### src/rtl/tt_um_hoene_frame_controller.sv
// Frame sequencer: captures the first 32-bit word of a frame as this LED's colour,
// forwards later bits, commits at idle timeout. Parity check enabled by FRAME_CTRL_PARITY_EN.
module tt_um_hoene_frame_controller #(
  parameter int unsigned IDLE_CYCLES = 64
) (
  input  logic       clk,
  input  logic       rst_n,
  input  logic       in_data,
  input  logic       in_clk,
  input  logic       in_error,
  output logic [9:0] pwm_red,
  output logic [9:0] pwm_green,
  output logic [9:0] pwm_blue,
  output logic       pwm_set,
  output logic       fwd_data,
  output logic       fwd_clk,
  output logic       error,
  output logic [1:0] state
);

  localparam int unsigned WORD_W = 32;
  localparam int unsigned CNT_W  = 5;
  localparam int unsigned IDLE_W = 8;
  localparam int unsigned COL_W  = 30;

  typedef enum logic [1:0] {
    ST_IDLE    = 2'd0,
    ST_CAPTURE = 2'd1,
    ST_FORWARD = 2'd2,
    ST_ERROR   = 2'd3
  } state_t;

  state_t              r_state, w_state_nxt;
  logic [WORD_W-1:0]   r_shift, w_shift_nxt;
  logic [CNT_W-1:0]    r_count, w_count_nxt;
  logic [IDLE_W-1:0]   r_idle, w_idle_nxt;
  logic [COL_W-1:0]    r_pending, w_pending_nxt;
  logic                r_pending_valid, w_pending_valid_nxt;
  logic [COL_W-1:0]    r_pwm, w_pwm_nxt;
  logic                r_pwm_set, w_pwm_set_nxt;
  logic                r_fwd_clk, w_fwd_clk_nxt;
  logic                r_fwd_data, w_fwd_data_nxt;
  logic                r_error, w_error_nxt;

  logic [WORD_W-1:0]   w_word;
  logic                w_timeout;
  logic                w_parity_ok;
  logic                w_unused_msb;

  assign w_word       = {r_shift[WORD_W-2:0], in_data};
  assign w_unused_msb = r_shift[WORD_W-1];
  // Timeout is the single cycle in which the idle counter steps onto IDLE_CYCLES.
  assign w_timeout    = !in_clk && (r_idle == IDLE_W'(IDLE_CYCLES - 1));

`ifdef FRAME_CTRL_PARITY_EN
  assign w_parity_ok = ~(^w_word);
`else
  assign w_parity_ok = 1'b1;
`endif

  // State and datapath registers
  always_ff @(posedge clk or negedge rst_n) begin
    if (!rst_n) begin
      r_state         <= ST_IDLE;
      r_shift         <= '0;
      r_count         <= '0;
      r_idle          <= '0;
      r_pending       <= '0;
      r_pending_valid <= 1'b0;
      r_pwm           <= '0;
      r_pwm_set       <= 1'b0;
      r_fwd_clk       <= 1'b0;
      r_fwd_data      <= 1'b0;
      r_error         <= 1'b0;
    end else begin
      r_state         <= w_state_nxt;
      r_shift         <= w_shift_nxt;
      r_count         <= w_count_nxt;
      r_idle          <= w_idle_nxt;
      r_pending       <= w_pending_nxt;
      r_pending_valid <= w_pending_valid_nxt;
      r_pwm           <= w_pwm_nxt;
      r_pwm_set       <= w_pwm_set_nxt;
      r_fwd_clk       <= w_fwd_clk_nxt;
      r_fwd_data      <= w_fwd_data_nxt;
      r_error         <= w_error_nxt;
    end
  end

  // Next-state and next-output logic; in_error overrides everything, including a coincident bit.
  always_comb begin
    w_state_nxt         = r_state;
    w_shift_nxt         = r_shift;
    w_count_nxt         = r_count;
    w_idle_nxt          = r_idle;
    w_pending_nxt       = r_pending;
    w_pending_valid_nxt = r_pending_valid;
    w_pwm_nxt           = r_pwm;
    w_pwm_set_nxt       = 1'b0;
    w_fwd_clk_nxt       = 1'b0;
    w_fwd_data_nxt      = r_fwd_data;
    w_error_nxt         = r_error;

    if (in_clk) begin
      w_idle_nxt = '0;
    end else if (r_idle != IDLE_W'(IDLE_CYCLES)) begin
      w_idle_nxt = r_idle + IDLE_W'(1);
    end

    if (in_error) begin
      w_error_nxt         = 1'b1;
      w_pending_valid_nxt = 1'b0;
      w_state_nxt         = ST_ERROR;
    end else begin
      unique case (r_state)
        ST_IDLE: begin
          if (in_clk) begin
            w_error_nxt = 1'b0;
            w_shift_nxt = w_word;
            w_count_nxt = CNT_W'(1);
            w_state_nxt = ST_CAPTURE;
          end
        end
        ST_CAPTURE: begin
          if (in_clk) begin
            w_shift_nxt = w_word;
            w_count_nxt = r_count + CNT_W'(1);
            if (r_count == CNT_W'(WORD_W - 1)) begin
              if (w_parity_ok) begin
                w_pending_nxt       = w_word[WORD_W-1:2];
                w_pending_valid_nxt = 1'b1;
                w_state_nxt         = ST_FORWARD;
              end else begin
                w_error_nxt = 1'b1;
                w_state_nxt = ST_ERROR;
              end
            end
          end else if (w_timeout) begin
            w_error_nxt = 1'b1;
            w_state_nxt = ST_IDLE;
          end
        end
        ST_FORWARD: begin
          if (in_clk) begin
            w_fwd_clk_nxt  = 1'b1;
            w_fwd_data_nxt = in_data;
          end else if (w_timeout) begin
            if (r_pending_valid) begin
              w_pwm_nxt     = r_pending;
              w_pwm_set_nxt = 1'b1;
            end
            w_pending_valid_nxt = 1'b0;
            w_state_nxt         = ST_IDLE;
          end
        end
        ST_ERROR: begin
          if (w_timeout) begin
            w_pending_valid_nxt = 1'b0;
            w_state_nxt         = ST_IDLE;
          end
        end
        default: w_state_nxt = ST_IDLE;
      endcase
    end
  end

  assign pwm_red   = r_pwm[29:20];
  assign pwm_green = r_pwm[19:10];
  assign pwm_blue  = r_pwm[9:0];
  assign pwm_set   = r_pwm_set;
  assign fwd_clk   = r_fwd_clk;
  assign fwd_data  = r_fwd_data;
  assign error     = r_error;
  assign state     = r_state;

endmodule

### config.mk
export PLATFORM = sky130hd
export DESIGN_NAME = tt_um_hoene_frame_controller
export DESIGN_NICKNAME = d
export VERILOG_FILES = /design/src/rtl/tt_um_hoene_frame_controller.sv
export SDC_FILE = /design/constraint.sdc
export NUM_CORES = 1
export LEC_CHECK = 0
export ABC_CLOCK_PERIOD_IN_PS = 3900
export BUFFER_PORTS_ARGS = -buffer_cell sky130_fd_sc_hd__buf_2
export CAP_MARGIN = 20
export CORE_UTILIZATION = 40
export CTS_CLUSTER_DIAMETER = 40
export DETAILED_ROUTE_END_ITERATION = 7
export GPL_TIMING_DRIVEN = 0
export PLACE_DENSITY = 0.56
export REMOVE_ABC_BUFFERS = 1
export SLEW_MARGIN = 10
export SYNTH_ARGS = -nofsm -noshare
export SYNTH_HDL_FRONTEND = slang
export SYNTH_SLANG_ARGS = --single-unit
### constraint.sdc
create_clock -name clk -period 3.9 [get_ports clk]
set_input_delay 0.39 -clock clk [delete_from_list [all_inputs] [get_ports clk]]
set_output_delay 0.39 -clock clk [all_outputs]
set_load 0.005 [all_outputs]
==> reports/qor.yml <==
run_status:
  status: "finished, final reports clean"
clock_network:
  cts_made_buffers: 9
  worstSkewPairLatency_ps: 380
  cts_root_buf: "clkbuf_8"
  htreeDepth: 3
  postCtsSetupBuffers: 0
  clk_path_buf_depth: 2
  cts.reportedPaths.clkPinSlew_ps: 110
  tritoncts: "done"
  numClockSinks: 111
finish:
  multi_input_area_sq_um: 1630
  num_antenna_cells: 0
  area_growth_pct: 13.2
  nNetsFinal: 361
  fillers: 989
  regArea_sq_um: 2780
  drive_above_1_share_pct: 45.6
synth:
  ys.flop_type: "dfrtp_1"
  ys.warnings.count: 0
  synth_cells: 305
  synth_edf_count: 0
  synth_cell_type_count: 38
  syn_avg_cell_area_sq_um: 14.8
  ys_ff_latch: 111
  synth_area_sq_um: 4510
  ys_seq_area_share_pct: 61.6
  async_flop_share_pct: 100
sta:
  timing.final.ws_setup_ps: 1270
  fin_skew_ps: 20.6
  worst_pin_slew_ps: 810
  setup_viol_count_final: 0
  clock.fmax_mhz: 380
  period_needed_ps: 2630
  fin_crit_sh_pct: 67.5
  tns_ps: 0
  hold_viol: 0
  relSlewSlack_pct: 45.8
  rsz0062_at_grt: "no"
  finalMaxSlewViolations: 0
placement:
  hpwlAfterDp_microns: 4570
  numPortBuffers: 40
  place_ws_ps: 1230
  gp_congestion: 0.723
setup_path:
  r2r_cells: 5
  cp.required_ps: 4170
  reg2reg_from: "r_idle[0]"
  critical_path.startpoint: "r_idle[0]"
  critPathCaptureType: "flop"
  critPathMaxFanout: 12
  worstSetupStartpointType: "flop"
  path_cells: "ha_1 > or4b_4 > nor4_4 > buf_6 > mux2_2"
  max_stage_delay_ps: 680
  critPathArrivalTime_ps: 2900
  path_class: "reg -> reg"
  cp_slowest_cell: "nor4_4"
power:
  switching_share_pct: 27.5
  p_int_w: 0.00157
  peakVddDrop_uv: 229
  power.density_nw_per_um2: 426
  p_leak_nw: 2.60
  clockPowerShare_pct: 30.3
  power.share.sequential_pct: 57.6
  p_comb_share_pct: 12.1
  p_sw_w: 0.000597
routing:
  dr_total_vias: 2488
  antenna_left: 0
  first_pass_iters: 4
  viasPerCell: 5.05
  wl_per_cell_microns: 14.6
  wl_microns: 7180
  drc: 0
  drt_iter0_markers: 110
floorplan:
  start_util_pct: 41.4
  core-area_sq_um: 10900
  die_y_microns: 108
  io_pins: 41
  rows: 38
  dieArea_sq_um: 11700
  die_x_microns: 108
worst_hold_path:
  min_from: "in_data"
  min_path_cells: 2
  min_path_type: "in -> reg"
global_routing:
  grt_use_total_pct: 14.1
  grt_pass1_vias: 2545
  grt_pass1_wl_microns: 12600
  antenna_found_initial: 0
  overflow: 0
  grt_max_degree: 84
flow_run:
  maxCapViolations: 0
[timing repair]
action	CTS	global route
resized for setup	0	0
hold endpoints to repair	28	0
hold buffers	1	0
[state kept, by name, indices dropped and copies added, names as in the netlist]
name             flops
error                1
fwd_clk              1
fwd_data             1
pwm_set              1
r_count              5
r_idle               8
r_pending           30
r_pending_valid      1
r_pwm               30
r_shift             31
state                2
[layout by cell type, fill, tap and decap left out, drive strengths merged, types with 5 or more instances in the layout]
| cell | netlist | layout |
|---|---|---|
| dfrtp | 111 | 111 |
| buf | 8 | 44 |
| ha | 8 | 8 |
| mux2 | 92 | 92 |
| inv | 8 | 11 |
| a21oi | 7 | 7 |
| nand3 | 7 | 7 |
| clkbuf | 5 | 9 |
| o21ai | 5 | 5 |
| nor2 | 9 | 9 |
[Yosys cell counts, drive strengths merged (3+ instances only)]
cell type / count / area (sq um)
a211oi: 4 / 30.0
a21oi: 7 / 35.0
a22o: 3 / 26.3
buf: 8 / 58.8
clkbuf: 5 / 18.8
dfrtp: 111 / 2780
ha: 8 / 100
inv: 8 / 30.0
mux2: 92 / 1040
nand2: 3 / 11.3
nand2b: 4 / 25.0
nand3: 7 / 35.0
nor2: 9 / 33.8
o21ai: 5 / 25.0
or3: 4 / 25.0
[metrics by stage]
step,hold slack [ps],cells,utilization (%),area (sq um),power [W]
3_3_place_gp,475,472,44.2,4810,0.00152
3_5_place_dp,285,476,45.0,4900,0.00154
4_1_cts,249,493,46.9,5100,0.00221
2_1_floorplan,94.4,292,-,4430,0.00144
5_1_grt,249,493,46.9,5100,0.00229
6_report,263,493,46.9,5100,0.00217
[power groups by stage]
stage          logic (W)  clock network, W  registers [W]
2_1_floorplan   0.000174                 0        0.00127
3_3_place_gp    0.000247                 0        0.00127
3_5_place_dp    0.000268                 0        0.00127
4_1_cts         0.000269          0.000691        0.00125
5_1_grt         0.000299          0.000731        0.00126
6_report        0.000263          0.000658        0.00125
[routing by layer]
metal	wire length (microns)	global-route usage, %
met3	270	4.34
met5	0	0
met1	3440	18.2
met2	3350	22.2
met4	118	5.58
[kinds of logic after synthesis]
logic type,share of synthesized area [%]
compound gates,3.97
flops,61.6
fa+ha+maj,2.22
simple gates,5.63
buf+inv,2.39
mux,23.4
xor+xnor,0.777
[worst max-delay path: cells and delay by family, from the launching register on]
kind	cells	cell delay (ps)
adder cells (fa/ha/maj)	1	250
buffers and inverters	1	280
flip-flops	1	440
multiplexers	1	350
AND/OR/NAND/NOR	2	1190
[final timing paths]
kind | to | slack, ps
max in group asynchronous | r_pwm[22] | 2780
setup reg to reg | r_pwm[20] | 1270
hold reg to reg | r_pwm[4] | 500
min in group asynchronous | r_idle[5] | 440
hold / removal | fwd_data | 260
setup / recovery | r_pwm[20] | 1270
[cell type report]
| cell class | instances | share of cell area (%) |
|---|---|---|
| Clock buffer | 9 | 2.43 |
| Clock inverter | 7 | 1.27 |
| Inverter | 8 | 0.588 |
| Multi-Input combinational cell | 173 | 32.0 |
| Sequential cell | 111 | 54.4 |
| Tap cell | 140 | 3.43 |
| Timing Repair Buffer | 45 | 5.83 |
(Power assumes the default switching activity.)
